[config.mk]
export PLATFORM = sky130hd
export DESIGN_NAME = fetch_unit_flat
export DESIGN_NICKNAME = d
export VERILOG_FILES = /design/src/rtl/fetch_unit_if.sv /design/src/rtl/fetch_unit.sv /design/src/flat_wrapper.sv
export SDC_FILE = /design/constraint.sdc
export NUM_CORES = 1
export LEC_CHECK = 0
export CORE_ASPECT_RATIO = 1.1
export CORE_MARGIN = 4
export CORE_UTILIZATION = 48
export CTS_CLUSTER_SIZE = 12
export DETAILED_ROUTE_END_ITERATION = 8
export GPL_ROUTABILITY_DRIVEN = 0
export PLACE_DENSITY = 0.88
export SYNTH_ARGS = -nofsm -noshare
export SYNTH_HDL_FRONTEND = slang
export SYNTH_SLANG_ARGS = --single-unit
[constraint.sdc]
create_clock -name CLK -period 2.45 [get_ports CLK]
set_clock_uncertainty 0.2 [all_clocks]
set_input_delay 0.735 -clock CLK [delete_from_list [all_inputs] [get_ports CLK]]
set_output_delay 0.735 -clock CLK [all_outputs]
set_load 0.01 [all_outputs]
[src/rtl/fetch_unit_if.sv]
// Fetch-stage bus: PC block, instruction memory, hazard/decode controls and IF/ID outputs.
// Signal names match the surrounding pipeline so the fetch stage drops in unchanged.
interface fetch_unit_if;
  logic [31:0] pcaddr;
  logic [31:0] nxt_pc;
  logic        pc_en;
  logic        imemREN;
  logic [31:0] imemaddr;
  logic        ihit;
  logic [31:0] imemload;
  logic        stall;
  logic        flush;
  logic        halt;
  logic        ifid_valid;
  logic [31:0] ifid_instr;
  logic [31:0] ifid_pc;
  logic [31:0] ifid_npc;
  logic [31:0] fetch_cnt;

  modport slave (
    input  pcaddr, nxt_pc, ihit, imemload, stall, flush, halt,
    output pc_en, imemREN, imemaddr,
    output ifid_valid, ifid_instr, ifid_pc, ifid_npc, fetch_cnt
  );

  modport master (
    output pcaddr, nxt_pc, ihit, imemload, stall, flush, halt,
    input  pc_en, imemREN, imemaddr,
    input  ifid_valid, ifid_instr, ifid_pc, ifid_npc, fetch_cnt
  );
endinterface

[src/rtl/fetch_unit.sv]
// Pipeline fetch stage: one instruction in flight, a one-entry skid buffer for
// stalls, IF/ID register, and a delivered-instruction counter.
//
// state  | meaning
// FETCH  | read issued each cycle; ihit delivers into IF/ID or the skid buffer
// HOLD   | skid buffer full; no read issued until stall drops
// HALTED | decode saw HALT; fetch stopped until reset
module fetch_unit #(
  parameter logic [31:0] NOP_INSTR = 32'h0000_0000
) (
  input logic CLK,
  input logic RST,
  fetch_unit_if.slave bus
);

  typedef enum logic [1:0] {
    FETCH  = 2'd0,
    HOLD   = 2'd1,
    HALTED = 2'd2
  } state_t;

  state_t      state;
  logic        ifid_valid_q;
  logic [31:0] ifid_instr_q;
  logic [31:0] ifid_pc_q;
  logic [31:0] ifid_npc_q;
  logic [31:0] fetch_cnt_q;
  logic        skid_valid;
  logic [31:0] skid_instr;
  logic [31:0] skid_pc;
  logic [31:0] skid_npc;

  assign bus.imemaddr   = bus.pcaddr;
  assign bus.ifid_valid = ifid_valid_q;
  assign bus.ifid_instr = ifid_instr_q;
  assign bus.ifid_pc    = ifid_pc_q;
  assign bus.ifid_npc   = ifid_npc_q;
  assign bus.fetch_cnt  = fetch_cnt_q;

  // pc_en fires on acceptance of a hit or on a flush redirect; halt suppresses it.
  always_comb begin
    bus.imemREN = 1'b0;
    bus.pc_en   = 1'b0;
    if (!RST) begin
      bus.imemREN = (state == FETCH);
      if (state != HALTED) begin
        if (bus.flush)
          bus.pc_en = 1'b1;
        else if (!bus.halt && state == FETCH && bus.ihit)
          bus.pc_en = 1'b1;
      end
    end
  end

  always_ff @(posedge CLK) begin
    if (RST) begin
      state        <= FETCH;
      ifid_valid_q <= 1'b0;
      ifid_instr_q <= NOP_INSTR;
      ifid_pc_q    <= 32'h0;
      ifid_npc_q   <= 32'h0;
      fetch_cnt_q  <= 32'h0;
      skid_valid   <= 1'b0;
      skid_instr   <= NOP_INSTR;
      skid_pc      <= 32'h0;
      skid_npc     <= 32'h0;
    end else begin
      case (state)
        FETCH, HOLD: begin
          if (bus.flush || bus.halt) begin
            ifid_valid_q <= 1'b0;
            ifid_instr_q <= NOP_INSTR;
            ifid_pc_q    <= 32'h0;
            ifid_npc_q   <= 32'h0;
            skid_valid   <= 1'b0;
            state        <= bus.flush ? FETCH : HALTED;
          end else if (state == FETCH) begin
            if (bus.ihit) begin
              if (bus.stall) begin
                skid_valid <= 1'b1;
                skid_instr <= bus.imemload;
                skid_pc    <= bus.pcaddr;
                skid_npc   <= bus.nxt_pc;
                state      <= HOLD;
              end else begin
                ifid_valid_q <= 1'b1;
                ifid_instr_q <= bus.imemload;
                ifid_pc_q    <= bus.pcaddr;
                ifid_npc_q   <= bus.nxt_pc;
                fetch_cnt_q  <= fetch_cnt_q + 32'd1;
              end
            end
          end else if (!bus.stall) begin
            // Drain the skid entry into IF/ID and resume fetching.
            ifid_valid_q <= skid_valid;
            ifid_instr_q <= skid_instr;
            ifid_pc_q    <= skid_pc;
            ifid_npc_q   <= skid_npc;
            if (skid_valid)
              fetch_cnt_q <= fetch_cnt_q + 32'd1;
            skid_valid   <= 1'b0;
            state        <= FETCH;
          end
        end
        default: begin
          state <= HALTED;
        end
      endcase
    end
  end

endmodule

[src/flat_wrapper.sv]
// flat-port wrapper written by rule: the top's interface ports become plain ports
module fetch_unit_flat 
#(
  parameter logic [31:0] NOP_INSTR = 32'h0000_0000
)
  (CLK, RST, bus_pcaddr, bus_nxt_pc, bus_ihit, bus_imemload, bus_stall, bus_flush, bus_halt, bus_pc_en, bus_imemREN, bus_imemaddr, bus_ifid_valid, bus_ifid_instr, bus_ifid_pc, bus_ifid_npc, bus_fetch_cnt);
  fetch_unit_if bus_i ();
  input logic CLK;
  input logic RST;
  input wire logic [$bits(bus_i.pcaddr)-1:0] bus_pcaddr;
  input wire logic [$bits(bus_i.nxt_pc)-1:0] bus_nxt_pc;
  input wire logic [$bits(bus_i.ihit)-1:0] bus_ihit;
  input wire logic [$bits(bus_i.imemload)-1:0] bus_imemload;
  input wire logic [$bits(bus_i.stall)-1:0] bus_stall;
  input wire logic [$bits(bus_i.flush)-1:0] bus_flush;
  input wire logic [$bits(bus_i.halt)-1:0] bus_halt;
  output wire logic [$bits(bus_i.pc_en)-1:0] bus_pc_en;
  output wire logic [$bits(bus_i.imemREN)-1:0] bus_imemREN;
  output wire logic [$bits(bus_i.imemaddr)-1:0] bus_imemaddr;
  output wire logic [$bits(bus_i.ifid_valid)-1:0] bus_ifid_valid;
  output wire logic [$bits(bus_i.ifid_instr)-1:0] bus_ifid_instr;
  output wire logic [$bits(bus_i.ifid_pc)-1:0] bus_ifid_pc;
  output wire logic [$bits(bus_i.ifid_npc)-1:0] bus_ifid_npc;
  output wire logic [$bits(bus_i.fetch_cnt)-1:0] bus_fetch_cnt;
  assign bus_i.pcaddr = bus_pcaddr;
  assign bus_i.nxt_pc = bus_nxt_pc;
  assign bus_i.ihit = bus_ihit;
  assign bus_i.imemload = bus_imemload;
  assign bus_i.stall = bus_stall;
  assign bus_i.flush = bus_flush;
  assign bus_i.halt = bus_halt;
  assign bus_pc_en = bus_i.pc_en;
  assign bus_imemREN = bus_i.imemREN;
  assign bus_imemaddr = bus_i.imemaddr;
  assign bus_ifid_valid = bus_i.ifid_valid;
  assign bus_ifid_instr = bus_i.ifid_instr;
  assign bus_ifid_pc = bus_i.ifid_pc;
  assign bus_ifid_npc = bus_i.ifid_npc;
  assign bus_fetch_cnt = bus_i.fetch_cnt;
  fetch_unit #(.NOP_INSTR(NOP_INSTR)) u_core (.CLK(CLK), .RST(RST), .bus(bus_i));
endmodule
==> results.md <==
- Vias per inst: ~5.6
- P_leak: ~5.6 nW
- Main synth FF type: dfxtp_1
- Ratio of cells with drive above 1 in the final layout: 0.114
- Core area: 19900 um^2
- Clock Tree Root: clkbuf_16
- N_diodes: 0
- WP buf/inv: 2
- Critical Path Max Stage Delay: a little under 0.5 ns
- DRT antenna net count: 0
- I/O pin total: around 270
- Crit Path Class: in2out
- Hold Violations, Final: 0
- Worst R2R Path Depth: 7
- Crit end category: primary output
- Area Growth Syn to Fin: 39.7%
- Die Span X: roughly 140 um
- RSZ-0062 raised after global routing: no
- Layout net count: roughly 1500
- Multi-input logic area: between 4000 and 5000 um^2
- Slew @ Worst Pin: around 0.85 ns
- Htree depth: 1
- Detail Placement HPWL: around 19000 um
- Total of warnings raised by yosys: 0
- Slew Limit Fails: 0
- First-pass GRT wire length: approximately 44000 um
- DR pass1 iterations: 4
- Crit path arrival time: roughly 1.5 ns
- Setup TNS: 0 ns
- WP depth: 2
- Max_slew headroom: 0.431
- Hold WS: ~0.25 ns
- Yosys reg bits: 228
- Fill cell count: 1493
- GR Overflow Total: 0
- Fin crit share: 0.994
- Worst Path Max Fanout: 2
- Worst hold path type: reg2reg
- Most frequent cells in the layout: dfxtp_1 (213), clkdlybuf4s50_1 (211), nand2_1 (205)
- Startpoint Class: input port
- Max Fclk: 411 MHz
- Hold Path Stages: 2
- Post-route cell area: between 10000 and 15000 um^2
- Asr flop ratio synth: 0
- DRC: 0
- Post-synthesis sequential area ratio: 0.470
- Maximum vdd ir drop: between 500 and 600 uV
- Final setup fails: 0
- Cts bufs inserted: 25
- Worst reg-to-reg setup slack: around 0.21 ns
- Synthesized area: 9720 um^2
- FF+latch area: approximately 4600 um^2
- Total track usage: 0.235
- Yosys cell types: just over 40
- Status: finished clean
- CTS tree: yes
- Initial antenna violation count: 0
- Initial core utilization: 0.489
- Cell row count: 54
- Starting DRT DRC Count: about 450
- Post-DP Area: approximately 13000 um^2
- Critical Path, Cell by Cell: clkdlybuf4s50_1 > dlygate4sd2_1
- Worst-path clk slew: approximately 0.06 ns
- Worst path slowest cell: clkdlybuf4s50_1
- Vias in the first global route: around 9100
- Postcts setup bufs: 0
- Top delay family on crit path: buffers and inverters
- Via count: 8990
- Most common cell after layout, fill and taps aside: dfxtp_1
- Setup WS post-layout: between 0.01 and 0.015 ns
- Post-Syn Nets: 1203
- Post-synth EDFFs: 0
- IO buf count: between 200 and 300
- Pwr Density: 618 nW/um^2
- CP Data Required Time: roughly 1.5 ns
- Total clock sinks: around 230
- Synth Instances: 1100
- Largest net degree at the start of global routing: between 90 and 100
- Die Footprint: around 23000 um^2
- Worst-Skew Late Latency: 0.51 ns
- Die Y: 157 um
- Drt wl/cell: 17.4 um
- CTS Buffer Depth: 3
- Final wirelength: ~28000 um
- Util after Layout: 0.683
- Final Critical Period: 2.44 ns
- Number of max-cap violations: 0
- Setup slack at placement: -0.518 ns
- Syn avg cell area: 8.83 um^2
[stage by stage]
stage / power, mW / cells
floorplan: 4.38 / 1100
global placement: 4.81 / 1574
detailed placement: 4.83 / 1574
CTS: 8.45 / 1611
global route: 8.69 / 1611
finish: 8.38 / 1611
[repair_timing]
action                     4_1_cts  5_1_grt
resized for setup               65       29
pin swaps                        0        3
hold buffers                     0        0
setup endpoints to repair       51       32
[tightest hold or removal path: cells and delay by family (launching register included)]
family / cells / cell delay, ns
flops: 1 / 0.31
simple gates: 1 / 0.05
compound gates: 1 / 0.05
[state kept, by name (all words and copies together), names as in the netlist]
signal                 cells
u_core.bus.fetch_cnt      32
u_core.bus.ifid_instr     32
u_core.bus.ifid_npc       32
u_core.bus.ifid_pc        32
u_core.bus.ifid_valid      1
u_core.skid_instr         32
u_core.skid_npc           32
u_core.skid_pc            32
u_core.skid_valid          1
u_core.state               2
[routing by layer]
layer	vias up	GRT usage	wire length (um)
met3	66	0.0447	2050
met4	0	0.0830	805
met2	326	0.427	14200
li1	4292	-	-
met1	4306	0.274	11000
met5	-	0	0
[worst paths after layout]
kind	startpoint	to
worst max register to register	u_core.state[1]	u_core.skid_npc[22]
worst min register to register	u_core.skid_npc[28]	u_core.skid_npc[28]
worst max-delay path	bus_pcaddr[22]	bus_imemaddr[22]
worst min-delay path	u_core.skid_npc[28]	u_core.skid_npc[28]
[Yosys cell counts, drive strengths merged (9+ instances only)]
library cell,n,area share
a21oi,118,0.061
a2bb2oi,96,0.087
nor2,118,0.046
mux2,9,0.010
nand3,11,0.0062
or4,14,0.011
nand4,12,0.0077
clkbuf,49,0.019
dfxtp,228,0.47
o31ai,14,0.012
mux2i,97,0.10
nand2,205,0.079
buf,70,0.045
[layout make-up]
cell class | instances | share of cell area
flip-flops and latches | 228 | 0.338
multi-input cells | 748 | 0.334
repair buffers | 341 | 0.246
clock inverters | 7 | 0.00857
clock buffers | 30 | 0.0489
inverters | 5 | 0.00138
well taps | 252 | 0.0232
[cells by family (layout without fill, tap and decap cells)]
family,after synthesis,after routing,share of synthesized area
AO/OA/AOI/OAI,235,235,0.165
XOR/XNOR,7,7,0.00631
adder cells (fa/ha/maj),1,1,0.00129
buffers and inverters,124,383,0.0658
flip-flops,228,228,0.470
multiplexers,106,106,0.110
AND/OR/NAND/NOR,399,399,0.181
[where the power goes]
part | switching, mW | internal (mW) | total (mW)
sequential | 0.0303 | 3.76 | 3.79
combinational | 0.442 | 0.503 | 0.945
clock | 1.44 | 2.22 | 3.65
No activity file was read; power rests on OpenSTA's default activity.
